File: src/rtl/timer_pkg.sv
// Shared types and defaults for the down_timer timing utility.
package timer_pkg;

  localparam int TIMER_W = 3;

  typedef enum logic {
    IDLE = 1'b0,
    RUN  = 1'b1
  } timer_state_t;

endpackage

File: src/rtl/down_count_core.sv
// WIDTH-bit count register with load, hold and decrement; load beats decrement.
// Registered output, one-cycle update latency; no flow control.
module down_count_core
  import timer_pkg::*;
#(
  parameter int WIDTH = TIMER_W
) (
  input  logic             clk,
  input  logic             rst,
  input  logic             ld_i,
  input  logic [WIDTH-1:0] ld_val_i,
  input  logic             dec_i,
  output logic [WIDTH-1:0] q_o,
  output logic             is_one_o
);

  logic [WIDTH-1:0] q_q;
  logic [WIDTH-1:0] q_d;

  always_comb begin
    q_d = q_q;
    if (ld_i) begin
      q_d = ld_val_i;
    end else if (dec_i) begin
      q_d = q_q - WIDTH'(1);
    end
  end

  always_ff @(posedge clk) begin
    if (rst) begin
      q_q <= '0;
    end else begin
      q_q <= q_d;
    end
  end

  assign q_o      = q_q;
  assign is_one_o = (q_q == WIDTH'(1));

endmodule

File: src/rtl/down_timer.sv
// Programmable down-counter with one-shot/periodic modes and a one-cycle done pulse.
// Load-to-Q latency 1 cycle; en is a count strobe, there is no backpressure.
module down_timer
  import timer_pkg::*;
#(
  parameter int WIDTH = TIMER_W
) (
  input  logic             clk,
  input  logic             rst,
  input  logic             load,
  input  logic [WIDTH-1:0] load_val,
  input  logic             en,
  input  logic             auto_reload,
  input  logic             abort,
  output logic [WIDTH-1:0] Q,
  output logic             busy,
  output logic             done
);

  timer_state_t     state_q, state_d;
  logic [WIDTH-1:0] reload_q, reload_d;
  logic             done_q, done_d;

  logic             core_ld;
  logic [WIDTH-1:0] core_val;
  logic             core_dec;
  logic             is_one;

  down_count_core #(
    .WIDTH (WIDTH)
  ) u_core (
    .clk      (clk),
    .rst      (rst),
    .ld_i     (core_ld),
    .ld_val_i (core_val),
    .dec_i    (core_dec),
    .q_o      (Q),
    .is_one_o (is_one)
  );

  // Priority: load > abort > decrement (rst handled in the registers).
  always_comb begin
    state_d  = state_q;
    reload_d = reload_q;
    done_d   = 1'b0;
    core_ld  = 1'b0;
    core_val = load_val;
    core_dec = 1'b0;

    if (load) begin
      reload_d = load_val;
      core_ld  = 1'b1;
      if (load_val != '0) begin
        state_d = RUN;
      end else begin
        state_d = IDLE;
        done_d  = 1'b1;
      end
    end else if (abort) begin
      state_d = IDLE;
    end else if (state_q == RUN && en) begin
      if (is_one) begin
        done_d = 1'b1;
        if (auto_reload) begin
          // Jump straight back to the reload value so 0 is never shown.
          core_ld  = 1'b1;
          core_val = reload_q;
        end else begin
          core_dec = 1'b1;
          state_d  = IDLE;
        end
      end else begin
        core_dec = 1'b1;
      end
    end
  end

  always_ff @(posedge clk) begin
    if (rst) begin
      state_q  <= IDLE;
      reload_q <= '0;
      done_q   <= 1'b0;
    end else begin
      state_q  <= state_d;
      reload_q <= reload_d;
      done_q   <= done_d;
    end
  end

  assign busy = (state_q == RUN);
  assign done = done_q;

endmodule

File: config.mk
export PLATFORM = sky130hd
export DESIGN_NAME = down_timer
export DESIGN_NICKNAME = d
export VERILOG_FILES = /design/src/rtl/timer_pkg.sv /design/src/rtl/down_count_core.sv /design/src/rtl/down_timer.sv
export SDC_FILE = /design/constraint.sdc
export NUM_CORES = 1
export LEC_CHECK = 0
export CAP_MARGIN = 20
export CORE_AREA = 2 2 39 41
export CTS_BUF_LIST = sky130_fd_sc_hd__clkbuf_2 sky130_fd_sc_hd__clkbuf_4 sky130_fd_sc_hd__clkbuf_8
export CTS_CLUSTER_SIZE = 16
export DETAILED_ROUTE_END_ITERATION = 7
export DIE_AREA = 0 0 41 43
export GPL_TIMING_DRIVEN = 0
export PLACE_DENSITY = 0.64
export SYNTH_ARGS = -nofsm -noshare
export SYNTH_HDL_FRONTEND = slang
export SYNTH_SLANG_ARGS = --single-unit
File: constraint.sdc
create_clock -name clk -period 2.2 [get_ports clk]
set_input_delay 0.22 -clock clk [delete_from_list [all_inputs] [get_ports clk]]
set_output_delay 0.22 -clock clk [all_outputs]
set_load 0.02 [all_outputs]
==> results of run 1 <==
-- power by group --
part / internal (W) / total (W) / switching, W
Sequential: 0.000154 / 0.000162 / 0.00000795
Clock: 0.0000621 / 0.000108 / 0.0000456
Combinational: 0.0000391 / 0.0000735 / 0.0000344
Total: 0.000255 / 0.000343 / 0.0000880
-- flip-flops by register name, summed over array words and instances (netlist names) --
signal,cells
done,1
reload_q,3
busy,1
u_core.q_o,3
-- synthesized netlist by cell type --
| cell | number |
|---|---|
| sky130_fd_sc_hd__nand3_1 | 1 |
| sky130_fd_sc_hd__nor2_1 | 3 |
| sky130_fd_sc_hd__a31oi_1 | 2 |
| sky130_fd_sc_hd__a221oi_1 | 2 |
| sky130_fd_sc_hd__nand4_1 | 2 |
| sky130_fd_sc_hd__buf_2 | 1 |
| sky130_fd_sc_hd__nand4b_1 | 1 |
| sky130_fd_sc_hd__a21o_1 | 1 |
| sky130_fd_sc_hd__buf_1 | 1 |
| sky130_fd_sc_hd__o211ai_1 | 1 |
| sky130_fd_sc_hd__a21oi_1 | 4 |
| sky130_fd_sc_hd__nor4bb_1 | 1 |
| sky130_fd_sc_hd__nand3b_1 | 1 |
| sky130_fd_sc_hd__nand4bb_1 | 2 |
| sky130_fd_sc_hd__or4b_1 | 1 |
| sky130_fd_sc_hd__and3b_1 | 2 |
| sky130_fd_sc_hd__o31ai_1 | 1 |
| sky130_fd_sc_hd__mux2i_1 | 4 |
| sky130_fd_sc_hd__dfxtp_1 | 8 |
| sky130_fd_sc_hd__a2bb2oi_1 | 1 |
| sky130_fd_sc_hd__ha_1 | 2 |
| sky130_fd_sc_hd__inv_1 | 7 |
-- how the worst max path moves through the flow --
stage / slack (ns) / from / cells after the start / to
floorplan: 0.66 / u_core.q_o[1] / 5 / busy
global placement: 0.67 / en / 4 / busy
detailed placement: 0.65 / en / 4 / busy
CTS: 0.66 / u_core.q_o[2] / 1 / Q[2]
global route: 0.59 / u_core.q_o[1] / 5 / busy
finish: 0.68 / u_core.q_o[2] / 1 / Q[2]
-- cell families (layout without fill, tap and decap cells) --
family / count (synthesis) / count (layout)
AO/OA/AOI/OAI: 12 / 12
adder cells (fa/ha/maj): 2 / 2
buffers and inverters: 9 / 24
flip-flops: 8 / 8
multiplexers: 4 / 4
AND/OR/NAND/NOR: 14 / 14
-- per-layer routing --
| layer | vias to the layer above | global-route usage | share of wire |
|---|---|---|---|
| met1 | 195 | 0.191 | 0.49 |
| met3 | 2 | 0.0471 | 0.084 |
| met4 | 0 | 0.0800 | 0.024 |
| met5 | - | 0 | 0 |
| li1 | 216 | - | - |
| met2 | 22 | 0.169 | 0.40 |
-- through the flow --
step / utilization / std cells / power [W] / hold WS, ns
floorplan: - / 49 / 0.000203 / 0.367
global placement: 0.424 / 77 / 0.000238 / 0.481
detailed placement: 0.424 / 77 / 0.000238 / 0.482
CTS: 0.440 / 80 / 0.000352 / 0.294
global route: 0.440 / 80 / 0.000367 / 0.331
finish: 0.440 / 80 / 0.000343 / 0.312
-- area by class of cell --
class,count,area (sq um),share of cell area
Multi-Input combinational cell,32,251,0.413
Sequential cell,8,160,0.263
Timing Repair Buffer,12,120,0.197
Inverter,7,26.3,0.0431
Clock buffer,3,22.5,0.0370
Tap cell,16,20.0,0.0329
Buffer,2,8.76,0.0144
==> metrics.txt, run 1 <==
Critical Path Source Type flop; library cell used as clock root buffer sky130_fd_sc_hd__clkbuf_4; cell area after synthesis 447 sq um; fin worst setup slack 0.680 ns; count of buffers from port buffering 12; worst-case setup slack after placement 0.654 ns; Hold WC Path Type input pin to flop; capturing point of the worst reg2reg path busy; Remaining Overflow, GRT 0; P_leak 0.256 nW; number of pins with negative max-slew slack in the final report 0; CTS Hold Bufs 0; clock transition time at the flip-flop clock pins of the worst setup and hold paths 0.05 ns; total of cells resized after clock tree synthesis 0; cell taking the most area after synthesis sky130_fd_sc_hd__dfxtp_1; Sink Count 8; area of the core 1380 sq um; sequential-to-total area share from yosys stat 0.359; sequence of cells on the critical path clkdlybuf4s50_1; overall die height 43 um; DRC Markers 0; register bit total from synthesis 8; area of the die 1760 sq um; area growth from synthesis to layout 36.4%; worst ir drop on vdd 0.317 mV; Setup Skew 0.00203 ns; Die Width 41 um; Reg2Reg Setup Slack 0.69 ns; commonest non-fill, non-tap cell in the layout sky130_fd_sc_hd__clkdlybuf4s50_1; share of final-layout standard cells stronger than drive strength 1 0.0625; biggest area contributors in the synthesized netlist sky130_fd_sc_hd__dfxtp_1 36%, sky130_fd_sc_hd__mux2i_1 9.0%, sky130_fd_sc_hd__inv_1 5.9%, sky130_fd_sc_hd__ha_1 5.6%, sky130_fd_sc_hd__nand4bb_1 5.0%; commonest cells after routing, fill and taps aside 12 x sky130_fd_sc_hd__clkdlybuf4s50_1, 8 x sky130_fd_sc_hd__dfxtp_1, 7 x sky130_fd_sc_hd__inv_1; launch instance of the worst min-delay path rst; effective utilization at floorplan 0.323; final worst-path cycle share 0.691; hold endpoint reload_q[1]; top-area cell type share of the netlist area 0.359; Yosys warnings 0; worst hold path cell count 2; number of buffers created by CTS 3; Synth cell types 22; source-to-sink clock delay at the later pin of the worst-skew pair 0.25 ns; Critical Path End Type primary output; pin count of the biggest net entering global routing 11; transition time at the pin with the least slew margin 0.353 ns; level count of the clock H-tree 1; Bufs and invs on worst path 1; final hold violation count 0; Std-Cell Rows 14; worst slew margin relative to its limit 0.765; antenna violations before repair 0; Overall Global Routing Usage 0.135; post-synth net total 60; Crit Path Max Fanout 7; syn_area_per_cell 9.12 sq um; summed area of non-filler cells in the final layout 609 sq um; cell with the biggest individual delay on the critical path sky130_fd_sc_hd__clkdlybuf4s50_1; cells on worst reg2reg path 5; buffers from clock root to sink, at most 2; Final #Nets 77; PD cells 564 nW/um^2; count of routing violations after the opening detailed-route iteration 6; number of vias per cell after detailed routing 5.44; antenna viol nets, final 0; detailed-route wire length per cell 12.0 um; setup TNS 0 ns; number of setup buffers added after CTS 0; dpl hpwl 721 um; compound-gate portion of the synthesized area 0.182; WL final 960 um; wire length of the first global-routing pass 1.59 mm; stage delay of the slowest cell on the critical path 0.64 ns; vias after detailed routing 435; XOR/XNOR Fraction of Synth Area 0; post-layout min period 1.52 ns; main combinational cell family by area after synthesis simple AND/OR/NAND/NOR gates; fraction of synthesized area in multiplexers 0.0896; routability cong. 0.756; placed cell area 587 sq um; filler cell count in the final layout 157; number of global-route vias before repair 385; required time reported for the critical path endpoint 1.98 ns; type of the worst setup path flop to primary output; crit path DAT 1.30 ns; share of synthesized cell area in full adder, half adder and majority cells 0.0560; number of cells produced by synthesis 49; number of max-capacitance violations reported 0; Top-Level Pins 14; result of the run complete, no violations; max frequency 0.658 GHz; Finish-stage setup viols 0; startpoint of the lowest-slack register-to-register path u_core.q_o[1]; synthesized-area fraction occupied by and/or/nand/nor cells 0.235; antenna cell count 0; iteration count of the initial detailed-routing pass 4; RSZ-0062 raised after global routing no; CTS tree built; Crit path max-delay family buffers and inverters
Power figures use the tool's default switching activity.
==> run 2: changes to the inputs <==
PLACE_DENSITY = 0.66   (was 0.64)
clock period = 1.25 ns   (was 2.2 ns; I/O delays follow)
==> metrics.txt, run 2 (same netlist as run 1, synthesis figures left out) <==
result of the run finished, violations left; violated checks negative setup slack; number of vias per cell after detailed routing 5.15; pin count of the biggest net entering global routing 11; share of final-layout standard cells stronger than drive strength 1 0.296; worst ir drop on vdd 0.628 mV; worst hold path cell count 2; Critical Path Source Type flop; crit path DAT 1.56 ns; worst-case setup slack after placement -0.178 ns; cells on worst reg2reg path 5; wire length of the first global-routing pass 1.57 mm; RSZ-0062 raised after global routing yes; max frequency 0.732 GHz; buffers from clock root to sink, at most 2; Sink Count 8; DP Cell Count 77; type of the worst setup path flop to flop; transition time at the pin with the least slew margin 0.377 ns; stage delay of the slowest cell on the critical path 0.50 ns; source-to-sink clock delay at the later pin of the worst-skew pair 0.26 ns; Std-Cell Rows 14; fin worst setup slack -0.116 ns; Critical Path End Type flop; WL final 1.13 mm; CTS tree built; Setup Skew 0.00389 ns; worst slew margin relative to its limit 0.748; library cell used as clock root buffer sky130_fd_sc_hd__clkbuf_4; Die Width 41 um; summed area of non-filler cells in the final layout 714 sq um; Finish-stage setup viols 4; required time reported for the critical path endpoint 1.44 ns; level count of the clock H-tree 1; area of the core 1380 sq um; cell with the biggest individual delay on the critical path sky130_fd_sc_hd__or4b_1; area of the die 1760 sq um; commonest cells after routing, fill and taps aside 7 x sky130_fd_sc_hd__clkdlybuf4s50_1, 6 x sky130_fd_sc_hd__dfxtp_1, 5 x sky130_fd_sc_hd__inv_1, 5 x sky130_fd_sc_hd__dlygate4sd2_1; clock transition time at the flip-flop clock pins of the worst setup and hold paths 0.06 ns; area occupied by registers 168 sq um; dpl hpwl 765 um; PD cells 956 nW/um^2; antenna cell count 0; Top-Level Pins 14; antenna viol nets, final 0; setup TNS -0.281 ns; count of routing violations after the opening detailed-route iteration 6; overall die height 43 um; Overall Global Routing Usage 0.134; post-layout min period 1.37 ns; final hold violation count 0; DRC Markers 0; number of buffers created by CTS 3; Final #Nets 83; Crit Path Max Fanout 3; iteration count of the initial detailed-routing pass 4; Remaining Overflow, GRT 0; number of global-route vias before repair 399; commonest non-fill, non-tap cell in the layout sky130_fd_sc_hd__clkdlybuf4s50_1; number of max-capacitance violations reported 0; vias after detailed routing 448; area growth from synthesis to layout 59.9%; area occupied by multi-input gates 293 sq um; P_leak 0.312 nW; detailed-route wire length per cell 12.9 um; Non-Filler Instances 87; final worst-path cycle share 1.09; number of pins with negative max-slew slack in the final report 0; count of buffers from port buffering 12; sequence of cells on the critical path inv_4 > ha_4 > nor4bb_1 > or4b_1 > a21oi_2; effective utilization at floorplan 0.323; routability cong. 0.772; placed cell area 607 sq um; antenna violations before repair 0; Hold WC Path Type input pin to flop; worst slack on hold paths 0.217 ns; filler cell count in the final layout 149
run 2: area by class of cell:
| class | instances | area share |
|---|---|---|
| Tap cell | 16 | 0.0280 |
| Timing Repair Buffer | 18 | 0.233 |
| Multi-Input combinational cell | 32 | 0.410 |
| Sequential cell | 8 | 0.235 |
| Clock buffer | 4 | 0.0420 |
| Buffer | 2 | 0.0123 |
| Inverter | 7 | 0.0403 |
run 2: per-layer routing:
layer	part of all wire	vias to the layer above	GRT usage	routed length (um)
met5	0	-	0	0
met3	0.055	2	0.0314	62
met4	0.018	0	0.100	20
met1	0.49	204	0.181	549
met2	0.44	15	0.175	494
li1	-	227	-	-
run 2: path summary, 6_finish.rpt:
kind | start | to | slack, ns
max | u_core.q_o[1] | busy | -0.12
min | rst | reload_q[1] | 0.22
max reg2reg | u_core.q_o[1] | busy | -0.12
min reg2reg | reload_q[1] | u_core.q_o[1] | 0.49
run 2: timing repair:
| action | 4_1_cts | 5_1_grt |
|---|---|---|
| endpoints found under the setup margin | 9 | 4 |
| resized for setup | 8 | 6 |
| hold buffers | 0 | 0 |
| endpoints found under the hold margin | 0 | 0 |
| buffers inserted | 1 | 5 |
| pin swaps | 3 | 4 |
| cloned | 0 | 0 |
run 2: power breakdown:
| group | switching, W | total (W) | internal (W) |
|---|---|---|---|
| clock network | 0.0000930 | 0.000237 | 0.000144 |
| logic | 0.0000730 | 0.000160 | 0.0000866 |
| registers | 0.0000162 | 0.000286 | 0.000270 |
| total | 0.000182 | 0.000683 | 0.000501 |
run 2: stage by stage:
| step | util | total power [W] |
|---|---|---|
| detailed placement | 0.439 | 0.000426 |
| finish | 0.516 | 0.000683 |
| floorplan | - | 0.000361 |
| global placement | 0.439 | 0.000423 |
| CTS | 0.464 | 0.000663 |
| global route | 0.516 | 0.000721 |
run 2: critical path, delay by kind of cell, from the launching register on:
family | cells | cell delay (ns)
AO/OA/AOI/OAI | 1 | 0.12
adder cells (fa/ha/maj) | 1 | 0.15
buffers and inverters | 1 | 0.04
flip-flops | 1 | 0.36
AND/OR/NAND/NOR | 2 | 0.63
==> run 3: changes to the inputs <==
--- a/config.mk
+++ b/config.mk
@@ -13,3 +13,2 @@
 export DIE_AREA = 0 0 41 43
-export GPL_TIMING_DRIVEN = 0
 export PLACE_DENSITY = 0.66
--- a/constraint.sdc
+++ b/constraint.sdc
@@ -3,2 +3,2 @@
 set_output_delay 0.125 -clock clk [all_outputs]
-set_load 0.02 [all_outputs]
+set_load 0.005 [all_outputs]
==> metrics.txt, run 3 (same netlist as run 1, synthesis figures left out) <==
Overall Global Routing Usage 0.138; fraction of the core area covered by cells at the end of the flow 0.501; Bufs and invs on worst path 1; Std-Cell Rows 14; Critical Path Source Type flop; routability cong. 0.766; antenna viol nets, final 0; number of max-capacitance violations reported 0; cell with the biggest individual delay on the critical path sky130_fd_sc_hd__or4b_1; stage delay of the slowest cell on the critical path 0.48 ns; result of the run finished, violations left; final worst-path cycle share 1.08; worst-case setup slack after placement -0.140 ns; RSZ-0062 raised after global routing yes; Final #Nets 83; CTS tree built; violated checks negative setup slack; vias after detailed routing 446; cells on worst reg2reg path 5; sequence of cells on the critical path inv_2 > ha_4 > nor4bb_1 > or4b_1 > a21oi_1; startpoint of the lowest-slack register-to-register path u_core.q_o[1]; Critical Path End Type flop; dpl hpwl 758 um; max frequency 0.743 GHz; overall die height 43 um; worst hold path cell count 2; library cell used as clock root buffer sky130_fd_sc_hd__clkbuf_4; Die Width 41 um; PD cells 894 nW/um^2; number of global-route vias before repair 410; DP Cell Count 83; level count of the clock H-tree 1; WL final 1.02 mm; Reg2Reg Setup Slack -0.1 ns; Crit Path Max Fanout 3; number of vias per cell after detailed routing 5.19; post-layout min period 1.35 ns; wire length of the first global-routing pass 1.62 mm; number of stages on the worst setup path 5; type of the worst setup path flop to flop; buffers from clock root to sink, at most 2; Non-Filler Instances 86; Top-Level Pins 14; commonest cells after routing, fill and taps aside 10 x sky130_fd_sc_hd__clkdlybuf4s50_1, 7 x sky130_fd_sc_hd__buf_4, 6 x sky130_fd_sc_hd__inv_1; Finish-stage setup viols 2; pin count of the biggest net entering global routing 12; count of buffers from port buffering 13; P_leak 0.322 nW; detailed-route wire length per cell 11.9 um; share of final-layout standard cells stronger than drive strength 1 0.243; Sink Count 8; area growth from synthesis to layout 55.2%; commonest non-fill, non-tap cell in the layout sky130_fd_sc_hd__clkdlybuf4s50_1; Hold WC Path Type flop to flop; worst slew margin relative to its limit 0.810; CTS Hold Bufs 0; crit path DAT 1.52 ns; setup TNS -0.150 ns; effective utilization at floorplan 0.323; area of the die 1760 sq um; number of buffers created by CTS 3; launch instance of the worst min-delay path reload_q[1]; count of routing violations after the opening detailed-route iteration 11; transition time at the pin with the least slew margin 0.284 ns; Setup Skew 0.000263 ns; worst ir drop on vdd 0.616 mV; DRC Markers 0; antenna violations before repair 0; hold endpoint u_core.q_o[1]; Crit path max-delay family simple AND/OR/NAND/NOR gates; clock transition time at the flip-flop clock pins of the worst setup and hold paths 0.05 ns; source-to-sink clock delay at the later pin of the worst-skew pair 0.25 ns; final hold violation count 0; capturing point of the worst reg2reg path busy; area of the core 1380 sq um; required time reported for the critical path endpoint 1.43 ns; iteration count of the initial detailed-routing pass 4; number of pins with negative max-slew slack in the final report 0; Remaining Overflow, GRT 0; fin worst setup slack -0.0956 ns; Total Power 0.000619 W; antenna cell count 0
-- run 3: area by class of cell --
cell class	count	area, sq um
Fill cell	138	691
Multi-Input combinational cell	32	269
Timing Repair Buffer	20	186
Sequential cell	8	169
Inverter	7	26.3
Clock buffer	3	22.5
Tap cell	16	20.0
-- run 3: worst reg2reg max path, stage by stage, from the launching register on --
cell,delay [ns]
sky130_fd_sc_hd__dfxtp_2,0.33
sky130_fd_sc_hd__inv_2,0.05
sky130_fd_sc_hd__ha_4,0.16
sky130_fd_sc_hd__nor4bb_1,0.13
sky130_fd_sc_hd__or4b_1,0.48
sky130_fd_sc_hd__a21oi_1,0.14
-- run 3: metrics by stage --
step | area, sq um | hold WS (ns)
after floorplan | 460 | 0.272
after global routing | 693 | 0.493
after CTS | 683 | 0.483
after global placement | 654 | 0.472
final | 693 | 0.479
after detailed placement | 654 | 0.473
-- run 3: layer usage --
layer	vias up	wire, um	GRT usage
met5	-	0	0
met4	0	7	0.120
met3	2	77	0.0314
met2	16	431	0.172
met1	201	503	0.189
li1	227	-	-
-- run 3: worst max path at each step --
| stage | start | endpoint |
|---|---|---|
| 2_1_floorplan | u_core.q_o[1] | busy |
| 3_3_place_gp | abort | u_core.q_o[0] |
| 3_5_place_dp | en | busy |
| 4_1_cts | u_core.q_o[1] | busy |
| 5_1_grt | u_core.q_o[1] | busy |
| 6_report | u_core.q_o[1] | busy |
-- run 3: report_power, final --
part           internal (W)  total, W  switching [W]
Combinational     0.0000861  0.000141      0.0000550
Clock              0.000110  0.000193      0.0000833
Sequential         0.000271  0.000285      0.0000144
Total              0.000467  0.000619       0.000153
-- run 3: timing repair --
item                                   CTS  global route
pin swaps                                1             2
setup endpoints to repair                8             7
setup buffers                            0             0
gates resized for setup                  5             4
endpoints found under the hold margin    0             0
